==> config.mk <==
export PLATFORM = sky130hd
export DESIGN_NAME = mem_arbiter_n
export DESIGN_NICKNAME = d
export VERILOG_FILES = /design/src/rtl/mem_arb_pkg.sv /design/src/rtl/mem_arbiter_n_arb_pick.sv /design/src/rtl/mem_arbiter_n.sv
export SDC_FILE = /design/constraint.sdc
export NUM_CORES = 1
export LEC_CHECK = 0
export ABC_AREA = 1
export CORE_MARGIN = 4
export CORE_UTILIZATION = 43
export DETAILED_ROUTE_END_ITERATION = 7
export PLACE_DENSITY = 0.81
export SLEW_MARGIN = 20
export SYNTH_ARGS = -nofsm -noshare
export SYNTH_HDL_FRONTEND = slang
export SYNTH_SLANG_ARGS = --single-unit
==> constraint.sdc <==
create_clock -name clock -period 1.79 [get_ports clock]
set_input_delay 0.358 -clock clock [delete_from_list [all_inputs] [get_ports clock]]
set_output_delay 0.358 -clock clock [all_outputs]
set_load 0.05 [all_outputs]
==> src/rtl/mem_arb_pkg.sv <==
// mem_arb_pkg
//   Shared definitions for the memory arbiter: FSM state encoding, the
//   arbitration policy selectors and the channel-id width helper.
//   No ports; imported by arb_pick and mem_arbiter_n.
package mem_arb_pkg;

  typedef enum logic [1:0] {
    ST_IDLE  = 2'd0,
    ST_ISSUE = 2'd1,
    ST_WAIT  = 2'd2,
    ST_DONE  = 2'd3
  } arb_state_t;

  localparam int MODE_FIXED = 0;
  localparam int MODE_RR    = 1;

  // Width of a channel index; never narrower than one bit.
  function automatic int id_width(input int n);
    return (n <= 2) ? 1 : $clog2(n);
  endfunction

endpackage

==> src/rtl/mem_arbiter_n_arb_pick.sv <==
// arb_pick
//   Combinational winner select for the memory arbiter.
//   Fixed mode: lowest-index requester wins.
//   Round-robin mode: first requester at or after ptr wins, wrapping at NUM_CH.
// Ports
//   req     in   NUM_CH   request vector
//   ptr     in   ID_W     round-robin start channel
//   rr_mode in   1        1 = round robin, 0 = fixed priority
//   id      out  ID_W     winning channel (0 when none)
//   valid   out  1        at least one request present
module arb_pick
  import mem_arb_pkg::*;
#(
  parameter int NUM_CH = 3,
  parameter int ID_W   = id_width(NUM_CH)
) (
  input  logic [NUM_CH-1:0] req,
  input  logic [ID_W-1:0]   ptr,
  input  logic              rr_mode,
  output logic [ID_W-1:0]   id,
  output logic              valid
);

  // Scan candidates in priority order; the first hit is the winner.
  always_comb begin
    int               sum;
    logic [ID_W-1:0]  cand;
    id    = '0;
    valid = 1'b0;
    sum   = 0;
    cand  = '0;
    for (int i = 0; i < NUM_CH; i++) begin
      sum = rr_mode ? (int'(ptr) + i) : i;
      if (sum >= NUM_CH) begin
        sum = sum - NUM_CH;
      end
      cand = ID_W'(sum);
      if (!valid && req[cand]) begin
        valid = 1'b1;
        id    = cand;
      end
    end
  end

endmodule

==> src/rtl/mem_arbiter_n.sv <==
// mem_arbiter_n
//   Grants one single-port memory to NUM_CH requesters, one access in flight.
//   Fixed-priority (MODE=0) or round-robin (MODE=1). Each access ends with a
//   one-cycle done pulse for its channel; read results are held per channel.
// Ports
//   clock      in   1               rising-edge clock
//   reset      in   1               asynchronous, active-low reset
//   module_en  in   1               1 = new grants allowed
//   req_en     in   NUM_CH          per-channel request, held until done
//   req_we     in   NUM_CH          per-channel write (1) / read (0)
//   req_addr   in   NUM_CH*ADDR_W   flat request addresses
//   req_wdata  in   NUM_CH*DATA_W   flat write data
//   rd_data    out  NUM_CH*DATA_W   flat held read results
//   done       out  NUM_CH          completion pulse
//   busy       out  1               access in flight
//   grant_id   out  3               channel being served
//   mem_en     out  1               memory enable pulse
//   mem_we     out  1               memory write enable
//   mem_addr   out  ADDR_W          memory address
//   mem_wdata  out  DATA_W          memory write data
//   mem_rdata  in   DATA_W          memory read data
module mem_arbiter_n
  import mem_arb_pkg::*;
#(
  parameter int NUM_CH  = 3,
  parameter int ADDR_W  = 15,
  parameter int DATA_W  = 32,
  parameter int MODE    = 0,
  parameter int MEM_LAT = 1
) (
  input  logic                     clock,
  input  logic                     reset,
  input  logic                     module_en,
  input  logic [NUM_CH-1:0]        req_en,
  input  logic [NUM_CH-1:0]        req_we,
  input  logic [NUM_CH*ADDR_W-1:0] req_addr,
  input  logic [NUM_CH*DATA_W-1:0] req_wdata,
  output logic [NUM_CH*DATA_W-1:0] rd_data,
  output logic [NUM_CH-1:0]        done,
  output logic                     busy,
  output logic [2:0]               grant_id,
  output logic                     mem_en,
  output logic                     mem_we,
  output logic [ADDR_W-1:0]        mem_addr,
  output logic [DATA_W-1:0]        mem_wdata,
  input  logic [DATA_W-1:0]        mem_rdata
);

  localparam int              ID_W     = id_width(NUM_CH);
  localparam logic [ID_W-1:0] LAST_ID  = ID_W'(NUM_CH - 1);
  localparam logic [2:0]      LAT_LAST = 3'(MEM_LAT - 1);
  localparam logic            RR_MODE  = 1'(MODE == MODE_RR);

  arb_state_t        state;
  arb_state_t        state_nxt;
  logic [ID_W-1:0]   pick_id;
  logic              pick_valid;
  logic              grant;
  logic [ID_W-1:0]   rr_ptr;
  logic [ID_W-1:0]   cur_id;
  logic              cur_we;
  logic [ADDR_W-1:0] cur_addr;
  logic [DATA_W-1:0] cur_wdata;
  logic [2:0]        lat_cnt;

  arb_pick #(
    .NUM_CH (NUM_CH),
    .ID_W   (ID_W)
  ) u_pick (
    .req     (req_en),
    .ptr     (rr_ptr),
    .rr_mode (RR_MODE),
    .id      (pick_id),
    .valid   (pick_valid)
  );

  assign grant = (state == ST_IDLE) && module_en && pick_valid;

  always_ff @(posedge clock or negedge reset) begin
    if (!reset) begin
      state <= ST_IDLE;
    end else begin
      state <= state_nxt;
    end
  end

  always_comb begin
    state_nxt = state;
    case (state)
      ST_IDLE:  if (grant) state_nxt = ST_ISSUE;
      ST_ISSUE: state_nxt = cur_we ? ST_DONE : ST_WAIT;
      ST_WAIT:  if (lat_cnt == LAT_LAST) state_nxt = ST_DONE;
      ST_DONE:  state_nxt = ST_IDLE;
      default:  state_nxt = ST_IDLE;
    endcase
  end

  // Request fields are captured at grant so that the requester may change or
  // drop them mid-access without disturbing the memory port.
  always_ff @(posedge clock or negedge reset) begin
    if (!reset) begin
      cur_id    <= '0;
      cur_we    <= 1'b0;
      cur_addr  <= '0;
      cur_wdata <= '0;
      lat_cnt   <= '0;
      rr_ptr    <= '0;
      rd_data   <= '0;
    end else begin
      case (state)
        ST_IDLE: begin
          if (grant) begin
            cur_id    <= pick_id;
            cur_we    <= req_we[pick_id];
            cur_addr  <= req_addr[int'(pick_id)*ADDR_W +: ADDR_W];
            cur_wdata <= req_wdata[int'(pick_id)*DATA_W +: DATA_W];
          end
        end
        ST_ISSUE: begin
          lat_cnt <= '0;
        end
        ST_WAIT: begin
          if (lat_cnt == LAT_LAST) begin
            rd_data[int'(cur_id)*DATA_W +: DATA_W] <= mem_rdata;
          end else begin
            lat_cnt <= lat_cnt + 3'd1;
          end
        end
        ST_DONE: begin
          // The served channel moves to the back of the rotation.
          rr_ptr <= (cur_id == LAST_ID) ? '0 : cur_id + ID_W'(1);
        end
        default: begin
          lat_cnt <= '0;
        end
      endcase
    end
  end

  always_comb begin
    done      = '0;
    busy      = 1'b0;
    grant_id  = 3'd0;
    mem_en    = 1'b0;
    mem_we    = 1'b0;
    mem_addr  = '0;
    mem_wdata = '0;
    case (state)
      ST_ISSUE: begin
        busy      = 1'b1;
        grant_id  = 3'(cur_id);
        mem_en    = 1'b1;
        mem_we    = cur_we;
        mem_addr  = cur_addr;
        mem_wdata = cur_wdata;
      end
      ST_WAIT: begin
        busy     = 1'b1;
        grant_id = 3'(cur_id);
      end
      ST_DONE: begin
        done[cur_id] = 1'b1;
        grant_id     = 3'(cur_id);
      end
      default: begin
        busy = 1'b0;
      end
    endcase
  end

endmodule
* Yosys cells after proc, flatten, opt, wreduce, memory -nomap -nowiden *
Cells that the tools add are included.

operators by class
  add/subtract/negate cells = 2
  $mul = 1
  shift-type cells = 4
  equal/unequal tests = 6
  muxes and demuxes = 23
  reductions and logical operators = 16
  order comparisons = 3

operator list
  kind                        count
  $bwmux W96                  1
  $shift A32 B33 Y96 const A  1
  $shiftx A32 B33 Y96         1
  $shiftx A96 B8 Y32          1
  $shiftx A45 B7 Y15          1
  $neg A7 Y33                 1
  $mux W32                    1
  $mux W15                    1
  $mux W1                     10
  $mux W2                     4
  $pmux W2 S4                 1
  $reduce_and A2 Y1           4
  $lt A2 B3 Y1 const B        2
  $mul A2 B4 Y6 const B       1
  $mux W3                     2
  $ne A2 B2 Y1 const B        3
  $pmux W3 S2                 1
  $logic_and A1 B1 Y1         5
  $eq A2 B2 Y1 const B        2
  $add A3 B1 Y3 const B       1
  $logic_not A3 Y1            1
  $reduce_or A3 Y1            1
  $bmux W1 S2                 1
  $demux W1 S2                1
  other kinds (6)             7

word-level totals
  word-level logic and storage cells = 62
  bits in registers = 151
  input bits = 182
  output and inout bits = 152

* Longest topological paths before layout *
  depth after elaboration = 10
  mapped depth = 10
  mapped depth without buffers = 8

* Modules after synthesis *
From an unflattened synthesis, not the netlist that was laid out.

unflattened totals
  cell total of the unflattened synthesis = 1321
  area, all modules = 8823.5 um^2

modules (own cells, without submodules)
  module         sequential area each (um^2)  times used  area each (um^2)  cells each
  mem_arbiter_n  3828.7                       1           8509.4            1262
  arb_pick       0.0                          1           314.1             59

* Least setup slack after synthesis *
No wires, ideal clock.

  path kind = register to output
  start = reg state[1]
  end = out mem_addr[0]
  required time = 1.432 ns
  data arrival time = 1.958 ns
  path slack = -0.526 ns
  path buffers = 2
  cell stages (with the launch flop) = 7
  path through = dfrtp_1 inv_1 ha_1 buf_2 buf_1 nand2_1 inv_1

on the way
  word-level cells in the longest chain between the ends = 2

RTL lines
  what                    RTL line              source
  from (decl)             mem_arbiter_n.sv:54   arb_state_t state;
  from (signal assigned)  mem_arbiter_n.sv:83   state <= state_nxt;
  $eq A2 B1 Y1            mem_arbiter_n.sv:148  case (state)
  $mux W15                mem_arbiter_n.sv:148
  to (decl)               mem_arbiter_n.sv:44   output logic [ADDR_W-1:0] mem_addr,

No other way between the ends.

* Worst setup path after layout *
  start = reg state[0]
  end = out mem_addr[0]

Same word-level chain as after synthesis.

==> flow_summary.yaml <==
floorplanning:
  core_area_um2: 18000
  die_area_um2: 20600
  ios: 334
  start_util_pct: 43.9
  row_count: 49
  die_w_um: 143
  die_h_um: 143
setup_path:
  slowest_stage: "dfrtp_2"
  cp_max_fo: 17
  startpoint_type: "flop"
  required_ns: 1.43
  crit_chain: "ha_4, buf_12, nand2_1, clkinvlp_4, buf_12"
  crit_path_frequent_cell: "buf_12"
  end_kind: "output pin"
  crit_type: "reg2out"
  critPathMaxStageDelay_ns: 0.44
  crit_arrival_ns: 1.63
cells_and_area:
  num-nets-final: 1599
  postLayoutCellArea_um2: 13100
  final_common_cell: "nand2_1"
  area_delta_synth_final_pct: 66.6
  drive_gt1_share_pct: 24.2
  fill_cells: 1299
  layout_common_cells: "323 x nand2_1, 243 x nand3_1, 179 x clkdlybuf4s50_1"
yosys:
  avgSynthCellArea_um2: 7.31
  synth.cell_area_um2: 7880
  syn_nets: 1272
  yosys_warnings: 0
  yosysSeqAreaShare_pct: 48.0
  synth_top_area_share_pct: 48.0
  synthTopCellsByArea: "dfrtp_1 48%, nand2_1 17%, nand3_1 15%"
  synth.distinct_cells: 19
  ys_ff_latch: 151
  synthCells: 1078
  synth_area_leader_cell: "dfrtp_1"
global_route:
  grt.overflow.total: 0
  grt_pass1_vias: 8380
  grt_max_degree: 65
  grt_pass1_wl_um: 43400
  grt_usage_pct: 26.8
  antenna_found_initial: 1
timing:
  slew_viol_final: 0
  finalHoldViolations: 0
  period_share_pct: 111
  grt_setup_unrepaired: "true"
  min_period_ns: 1.99
  skew_ns: 0.00998
  fin_worst_hold_slack_ns: 0.410
  setup-violations-final: 52
  fin_ws_ns: -0.195
  max_freq_mhz: 504
  setup_tns_ns: -7.61
routing:
  drc: 0
  vias: 8671
  drtIter0Drc: 674
  wl_per_cell_um: 17.4
  first_pass_iters: 5
  detail-route-antenna-nets: 0
  totalWireLength_um: 28700
  vias_per_cell: 5.26
clocking:
  clock_path_buffers: 2
  clk-insertion-delay-late_ns: 0.42
  cts_sinks: 151
  htree_num_levels: 4
  cts_buffers: 17
  clkTransAtPathRegs_ns: 0.07
  cts_tree: "done"
  cts_root_buffer: "clkbuf_16"
power_and_ir_drop:
  peakVddDrop_mv: 1.81
  p_per_area_nw_per_um2: 1790
  cellLeakagePower_nw: 6.34
place:
  hpwl_um: 20800
  gp_congestion: 0.888
  place_ws_ns: 0.0454
  place_area_um2: 12200
  numPortBuffers: 332
run_status:
  status: "complete, but fails checks"
  failed_checks: "setup timing"
job:
  maxCapViolCount: 0
worst_hold_path:
  hold_class: "in2async"
-- layer usage --
metal / GRT usage [%] / vias up / routed length (µm)
li1: - / 4093 / -
met1: 32.1 / 4056 / 10300
met2: 45.6 / 457 / 14400
met3: 8.72 / 65 / 3060
met4: 9.42 / 0 / 1070
met5: 0 / - / 0
-- worst paths after layout --
path                             startpoint          end  slack (ns)  depth (start not counted)
worst max register to register    cur_id[0]  rd_data[82]        0.08                          9
worst min-delay path                  reset  rd_data[95]        0.41                          2
worst max-delay path               state[0]  mem_addr[0]       -0.20                          5
worst min register to register  cur_addr[0]  cur_addr[0]        0.48                          2
min in group clock              cur_addr[0]  cur_addr[0]        0.48                          2
max in group asynchronous             reset     state[0]        0.78                          3
-- cells in the mapped netlist --
cell type / instances
conb_1: 1
xnor2_1: 1
buf_2: 34
o21ai_1: 11
o22ai_1: 1
inv_1: 115
buf_4: 6
nand2_2: 1
ha_1: 12
clkbuf_1: 33
buf_1: 5
nor3_1: 1
nand4_1: 1
dfrtp_1: 151
nand2_1: 356
inv_2: 3
nand3_1: 244
o21ai_0: 94
nor2_1: 8
-- registers in the layout (all words and copies together), names as in the netlist --
signal and count:
rd_data 96, cur_wdata 32, cur_addr 15, lat_cnt 3
cur_id 2, state 2, cur_we 1
-- cells by family (layout without fill, tap and decap cells) --
| logic type | count (synthesis) | in the layout | share of synthesized area [%] |
|---|---|---|---|
| adder cells (fa/ha/maj) | 12 | 12 | 1.91 |
| AO/OA/AOI/OAI | 106 | 106 | 6.75 |
| buffers and inverters | 196 | 536 | 10.2 |
| other | 1 | 2 | 0.0476 |
| XOR/XNOR | 1 | 1 | 0.111 |
| AND/OR/NAND/NOR | 611 | 611 | 33.1 |
| flip-flops | 151 | 151 | 48.0 |
-- power by group --
| part | switching [W] | internal (W) |
|---|---|---|
| Combinational | 0.00919 | 0.00515 |
| Clock | 0.00160 | 0.00184 |
| Sequential | 0.000934 | 0.00484 |
| Total | 0.0117 | 0.0118 |
-- through the flow --
stage               instances  total power [W]  utilization [%]
global placement         1603           0.0191             67.9
detailed placement       1603           0.0194             67.9
finish                   1648           0.0236             73.1
CTS                      1643           0.0233             72.1
global route             1648           0.0248             73.1
floorplan                1078           0.0137                -
-- worst max-delay path: cells and delay by family (launching register included) --
kind / cells / cell delay [ns]
fa+ha+maj: 1 / 0.22
buf+inv: 3 / 0.43
flops: 1 / 0.44
simple gates: 1 / 0.11
-- what timing repair did --
action	4_1_cts	5_1_grt
resized for setup	39	34
endpoints found under the setup margin	55	90
hold endpoints to repair	34	0
pin swaps	0	12
buffers inserted	7	4
hold buffers	1	0
cloned	0	2
-- cell type report --
cell class | count | area, µm² | share of cell area (%)
inverter | 118 | 598 | 4.56
tap | 229 | 287 | 2.18
timing repair buffer | 386 | 4370 | 33.3
multi-input combinational | 731 | 3520 | 26.8
sequential | 151 | 3780 | 28.8
clock buffer | 18 | 429 | 3.27
clock inverter | 14 | 138 | 1.05
antenna | 1 | 2.50 | 0.0191
No activity file was read; power rests on OpenSTA's default activity.
